**src/rtl/intt_butterfly_pipe.sv**
```systemverilog
// rtl/intt_butterfly_pipe.sv - Gentleman-Sande inverse butterfly, 3-stage valid/ready pipeline
module intt_butterfly_pipe #(
    parameter int MODULUS = 7681,
    parameter int HALVE   = 1
) (
    input  logic        clk,
    input  logic        rst,
    input  logic        in_valid,
    output logic        in_ready,
    input  logic [31:0] buffer_data_in,
    input  logic [31:0] normal_data_in,
    input  logic [31:0] twiddle_in,
    output logic        out_valid,
    input  logic        out_ready,
    output logic [31:0] positive_data_out,
    output logic [31:0] negative_data_out,
    output logic        range_err
);

    localparam logic [31:0] Q32 = 32'(MODULUS);
    localparam logic [32:0] Q33 = 33'(MODULUS);
    localparam logic [63:0] Q64 = 64'(MODULUS);

    // x * 2^-1 mod Q: odd values get Q added first so the shift is exact
    function automatic logic [31:0] halve_mod(input logic [31:0] x);
        logic [32:0] t;
        t = x[0] ? ({1'b0, x} + Q33) : {1'b0, x};
        return t[32:1];
    endfunction

    logic        stall;
    logic        en;
    logic        in_fire;

    logic        v1_q, v1_d;
    logic [31:0] s1_q, s1_d;
    logic [31:0] d1_q, d1_d;
    logic [31:0] w1_q, w1_d;

    logic        v2_q, v2_d;
    logic [63:0] p2_q, p2_d;
    logic [31:0] s2_q, s2_d;

    logic        v3_q, v3_d;
    logic [31:0] pos_q, pos_d;
    logic [31:0] neg_q, neg_d;

    logic        range_err_q, range_err_d;

    // Global enable: the whole pipe freezes while the output is held off
    always_comb begin
        stall   = v3_q & ~out_ready;
        en      = ~stall;
        in_fire = in_valid & en;
    end

    // Stage 1: modular sum and non-wrapping difference
    always_comb begin
        logic [32:0] sum;
        logic [32:0] diff;
        v1_d = v1_q;
        s1_d = s1_q;
        d1_d = d1_q;
        w1_d = w1_q;
        sum  = {1'b0, buffer_data_in} + {1'b0, normal_data_in};
        if (buffer_data_in >= normal_data_in) begin
            diff = {1'b0, buffer_data_in} - {1'b0, normal_data_in};
        end else begin
            diff = {1'b0, buffer_data_in} - {1'b0, normal_data_in} + Q33;
        end
        if (en) begin
            v1_d = in_valid;
            s1_d = (sum >= Q33) ? 32'(sum - Q33) : sum[31:0];
            d1_d = diff[31:0];
            w1_d = twiddle_in;
        end
    end

    // Stage 2: full-width difference * twiddle product
    always_comb begin
        v2_d = v2_q;
        p2_d = p2_q;
        s2_d = s2_q;
        if (en) begin
            v2_d = v1_q;
            p2_d = {32'd0, d1_q} * {32'd0, w1_q};
            s2_d = s1_q;
        end
    end

    // Stage 3: exact reduction, optional halving; data only updates on a real result
    always_comb begin
        logic [63:0] red;
        logic [31:0] v_mod;
        v3_d  = v3_q;
        pos_d = pos_q;
        neg_d = neg_q;
        red   = p2_q % Q64;
        v_mod = red[31:0];
        if (en) begin
            v3_d = v2_q;
            if (v2_q) begin
                pos_d = (HALVE != 0) ? halve_mod(s2_q) : s2_q;
                neg_d = (HALVE != 0) ? halve_mod(v_mod) : v_mod;
            end
        end
    end

    // Sticky flag for any accepted operand outside 0..Q-1
    always_comb begin
        range_err_d = range_err_q;
        if (in_fire && ((buffer_data_in >= Q32) || (normal_data_in >= Q32) || (twiddle_in >= Q32))) begin
            range_err_d = 1'b1;
        end
    end

    // Pipeline and status registers
    always_ff @(posedge clk or posedge rst) begin
        if (rst) begin
            v1_q        <= 1'b0;
            s1_q        <= '0;
            d1_q        <= '0;
            w1_q        <= '0;
            v2_q        <= 1'b0;
            p2_q        <= '0;
            s2_q        <= '0;
            v3_q        <= 1'b0;
            pos_q       <= '0;
            neg_q       <= '0;
            range_err_q <= 1'b0;
        end else begin
            v1_q        <= v1_d;
            s1_q        <= s1_d;
            d1_q        <= d1_d;
            w1_q        <= w1_d;
            v2_q        <= v2_d;
            p2_q        <= p2_d;
            s2_q        <= s2_d;
            v3_q        <= v3_d;
            pos_q       <= pos_d;
            neg_q       <= neg_d;
            range_err_q <= range_err_d;
        end
    end

    assign in_ready          = en;
    assign out_valid         = v3_q;
    assign positive_data_out = pos_q;
    assign negative_data_out = neg_q;
    assign range_err         = range_err_q;

endmodule

```
**config.mk**
```make
export PLATFORM = sky130hd
export DESIGN_NAME = intt_butterfly_pipe
export DESIGN_NICKNAME = d
export VERILOG_FILES = /design/src/rtl/intt_butterfly_pipe.sv
export SDC_FILE = /design/constraint.sdc
export NUM_CORES = 2
export LEC_CHECK = 0
export BUFFER_PORTS_ARGS = -buffer_cell sky130_fd_sc_hd__buf_2
export CORE_ASPECT_RATIO = 1.5
export CORE_MARGIN = 2
export CORE_UTILIZATION = 41
export DETAILED_ROUTE_END_ITERATION = 12
export SYNTH_ARGS = -nofsm -noshare
export SYNTH_HDL_FRONTEND = slang
export SYNTH_SLANG_ARGS = --single-unit
```
**constraint.sdc**
```tcl
create_clock -name clk -period 120.4 [get_ports clk]
set_input_delay 18.06 -clock clk [delete_from_list [all_inputs] [get_ports clk]]
set_output_delay 18.06 -clock clk [all_outputs]
set_load 0.01 [all_outputs]
```
### After elaboration in Yosys (flattened, before gate mapping)

Cells that the tools add are included.

* output and inout port bits: 67
* logic and storage cells: 36
* input bits: 100
* bits in registers: 260

* multipliers: 1
* add/subtract/negate cells: 6
* reduce and logical (&&, ||, !) cells: 4
* bitwise logic cells: 4
* $lt $le $gt $ge: 5
* div/mod/pow operators: 1
* multiplexer cells: 4

Operators with widths (number)
* greater-or-equal comparator 32 x 13 -> 1 bit, second input constant: 3
* adder 32 x 13 -> 33 bit, second input constant: 2
* two-way mux 33 bit: 2
* remainder unit 64 x 13 -> 64 bit, second input constant: 1
* multiplier 32 x 32 -> 64 bit: 1
* two-way mux 32 bit: 2
* adder 32 x 32 -> 33 bit: 1
* greater-or-equal comparator 33 x 13 -> 1 bit, second input constant: 1
* adder 32 x 13 -> 32 bit, second input constant: 1
* greater-or-equal comparator 32 bit: 1
* subtractor 32 x 13 -> 32 bit, second input constant: 1
* subtractor 32 bit: 1
* bitwise AND 1 bit: 2
* logical OR 1 bit: 2
* inverter 1 bit: 2
* AND reduction 2 bit: 1
* logical AND 1 bit: 1

### Longest topological paths before layout

* word-level depth: 5
* mapped depth: 208
* gate-level depth less buffers: 171

### Worst setup path after synthesis

No wires, ideal clock.

* path kind: reg2reg
* start point: register p2_q[53]
* end point: register neg_q[8] (netlist: negative_data_out[8])
* buffers on the path: 24
* required time: 120.275 ns
* setup time: 0.125 ns
* slack: 71.327 ns
* stages on the path, launching flop included: 190
* arrival time: 48.948 ns
* period minus slack after synthesis: 49.073 ns
* cells stage by stage: dfrtp_1 -> buf_6 -> or4_4 -> buf_6 -> nor4_2 -> mux2_2 -> a211o_4 -> a21oi_1 -> o211a_4 -> a31oi_4 -> o211a_1 -> and4_1 -> buf_4 -> or3_1 -> buf_4 -> mux2_4 -> o211a_2 -> and2_1 -> [154 not listed] -> clkbuf_1 -> ha_1 -> nor3_1 -> o211ai_1 -> or3_4 -> o211ai_4 -> a21boi_1 -> xnor2_1 -> nor2_1 -> a31o_1 -> buf_4 -> a21o_2 -> a311oi_2 -> a21oi_2 -> and3_1 -> nor2_1 -> xnor2_1 -> mux2_2

* word-level cells in the longest chain between the ends: 3

Ends and longest elaborated chain
* from (decl): RTL line 41 `logic [63:0] p2_q, p2_d;`
* from (signal assigned): RTL line 137 `p2_q <= p2_d;`
* remainder unit 64 x 13 -> 64 bit *: RTL line 98 `red = p2_q % Q64;`
* adder 32 x 13 -> 33 bit: RTL line 27 `t = x[0] ? ({1'b0, x} + Q33) : {1'b0, x};`
* two-way mux 33 bit *: RTL line 27
* to (signal assigned): RTL line 141 `neg_q <= neg_d;`
* to (decl): RTL line 46 `logic [31:0] neg_q, neg_d;`

Every way passes the cells marked *; elsewhere a longest branch is shown, timed or not.
A chain may end at the register's enable or synchronous reset.

### Final worst setup path

* start point: register p2_q[24]
* end point: register neg_q[21] (netlist: negative_data_out[21])

The elaborated chain is that of the path after synthesis.

==> impl_results.md <==
- Placed insts: 11.4k
- Mean Syn Cell Area: 8.11 µm²
- HPWL Detailed: 194000 µm
- Fin. max-slew vios: 0
- Warnings from Yosys: 0
- CTS Root Cell: clkbuf_16
- H-tree depth: 1
- Gpl congestion: 0.959
- Layout Skew: 0.0477 ns
- Largest cells by area after synthesis: fa_1 (24%), dfrtp_1 (8.8%), nand2_1 (7.4%), inv_1 (5.8%), ha_1 (5.7%)
- Slew headroom: 5.74%
- Layout filler cell count: 18.3k
- Synth cell types: 204
- Most common cell in the synthesized netlist: nand2_1
- Initial DRC Count: 4201
- Finished Layout Cells: 11.5k
- Die Span X: 352 µm
- Crit. End Element: flop
- Setup Total Neg Slack: 0 ns
- Clk pin slew, worst setup/hold paths: 0.07 ns
- Syn Nets: 10.5k
- Hold_buf cts: 0
- Max stage delay on crit path: 1.20 ns
- Status: complete, no violations
- Io pins: 167
- F_max: 16.3 MHz
- Total Wirelength: 247000 µm
- Yosys reg bits: 260
- Share of the synthesized area in the top cell type: 24.2%
- Layout cells sized above 1: 10.4%
- Crit path DAT: 61.80 ns
- Initial Utilization: 41.2%
- Via density: 5.85
- Final nets: 10.4k
- Layout area overhead: 4.31%
- Cells after Synth: 9161
- PostCTS Resize Cnt: 0
- CP Launch Type: flop
- Total number of vias: 67.0k
- Clock buffer depth: 3
- Final Hold Vio Count: 0
- Post-synth EDFFs: 0
- Num rows: 191
- Register area share after synthesis: 8.76%
- Most common cell on crit path: nand3_1
- Req. time, crit path: 120.98 ns
- Slowest-stage cell, CP: nor4_1
- Port-buffer cells: 166
- Asr flop ratio synth: 100%
- CTS sink cnt: 260
- Largest net degree at the start of global routing: 108
- Critical path fanouts, max: 21
- Num CTS Buffers: 31
- Wire length of the first global-routing pass: 388000 µm
- Chip height: 525 µm
- Antenna Nets Post-Route: 0
- Top cell type by total area after synthesis: fa_1
- Top FF cell, synth: dfrtp_1
- RSZ-0062 raised after global routing: no
- Routed len/inst: 21.5 µm
- Tmin final: 61.22 ns
- Final worst path period share: 50.8%
- Synth top cells by count: nand2_1 (1468), inv_1 (1146), fa_1 (898)
- CTS tree: built
- Die Footprint: 0.185 mm²
- Vias in the first global route: 69.3k
- Drc violations: 0
- GRT Total Usage: 26.5%
- Antenna violations before repair: 5
- Max cap viols: 0
- Crit Path Category: flop to flop
- Clk_lat worst skew: 0.69 ns
- Remaining global-route overflow: 0
- Min-Delay Path Class: flop to flop
- Setup violations, final: 0
- Core box area: 0.180 mm²
- Post-Syn Area: 0.0743 mm²
- First drt pass iteration count: 6
- Setup bufs post-CTS: 0
- Slew @ Worst Pin: 1.40 ns
cells by family after synthesis:
kind of cell / count (synthesis) / synth area share, %
AND/OR/NAND/NOR: 3522 / 23.7
multiplexers: 95 / 1.46
XOR/XNOR: 549 / 6.83
adder cells (fa/ha/maj): 1256 / 30.2
AO/OA/AOI/OAI: 1885 / 20.0
buffers and inverters: 1594 / 9.11
flip-flops: 260 / 8.76
registers in the layout, summed over array words and instances, names as in the netlist, 32 cells and up:
register / count
d1_q: 32
negative_data_out: 32
p2_q: 64
positive_data_out: 32
s1_q: 32
s2_q: 32
w1_q: 32
layer usage:
layer,track usage (%),vias to the layer above,wire [µm]
li1,-,30700,-
met1,28.6,33300,88700
met2,49.8,2190,130000
met3,2.51,819,10900
met4,15.2,4,16600
met5,0,-,29
critical path, delay by kind of cell, from the launching register on:
kind            cells  cell delay [ns]
simple gates       66            23.92
fa+ha+maj           1             0.21
buf+inv             4             0.79
compound gates     82            28.89
flops               1             0.60
xor+xnor           10             3.73
mux                 5             2.88
final cells by class:
cell class	count	area [µm²]	share of cell area [%]
Timing Repair Buffer	262	1550	2.00
Sequential cell	260	6510	8.40
Antenna cell	1	2.50	0.00323
Tap cell	2412	3020	3.89
Clock buffer	41	853	1.10
Inverter	1156	4370	5.64
Clock inverter	17	156	0.202
Multi-Input combinational cell	7307	61000	78.8
placed cells by master, fill, tap and decap left out, types with 29 or more instances in the layout:
| master | n |
|---|---|
| or3_1 | 65 |
| nor3_1 | 186 |
| xor2_1 | 156 |
| ha_1 | 336 |
| clkbuf_16 | 31 |
| buf_2 | 166 |
| o211ai_1 | 61 |
| nand3_1 | 188 |
| nor4_1 | 97 |
| fa_1 | 898 |
| mux2i_1 | 46 |
| nand2_1 | 1467 |
| or4_1 | 34 |
| a21oi_1 | 402 |
| o21ai_1 | 72 |
| o21a_1 | 52 |
| a211oi_1 | 55 |
| a21o_1 | 83 |
| nand2b_1 | 44 |
| o21bai_1 | 85 |
| or2_1 | 29 |
| a31oi_1 | 68 |
| o31ai_1 | 42 |
| nor2_1 | 593 |
| xnor2_1 | 361 |
| or2_2 | 42 |
| inv_1 | 1145 |
| buf_4 | 96 |
| nand4_1 | 77 |
| dfrtp_1 | 260 |
| and2_1 | 294 |
| and3_1 | 72 |
| o21ai_0 | 220 |
path summary, 6_finish.rpt:
path / startpoint / end / slack, ns / cells after the start
worst max-delay path: p2_q[24]$_DFFE_PP0N_ / negative_data_out[21]$_DFFE_PP0P_ / 59.18 / 168
worst min-delay path: s1_q[10]$_DFFE_PP0N_ / s2_q[10]$_DFFE_PP0N_ / 0.47 / 2
worst max register to register: p2_q[24]$_DFFE_PP0N_ / negative_data_out[21]$_DFFE_PP0P_ / 59.18 / 168
worst min register to register: s1_q[10]$_DFFE_PP0N_ / s2_q[10]$_DFFE_PP0N_ / 0.47 / 2
max in group asynchronous: rst / d1_q[12]$_DFFE_PP0N_ / 101.52 / 3
min in group asynchronous: rst / negative_data_out[7]$_DFFE_PP0P_ / 17.43 / 2
per-stage QoR:
| stage | worst slack, ns | cell area, µm² | hold WS, ns | utilization (%) |
|---|---|---|---|---|
| floorplan | 71.33 | 74300 | 0.446 | - |
| global placement | 61.26 | 76500 | 0.452 | 42.4 |
| detailed placement | 60.33 | 76500 | 0.458 | 42.4 |
| CTS | 60.03 | 77500 | 0.474 | 43.0 |
| global route | 54.54 | 77500 | 0.485 | 43.0 |
| finish | 59.18 | 77500 | 0.469 | 43.0 |
Power is not shown: default switching activity piles up to over one toggle a cycle in this logic, so the estimate is an artifact.
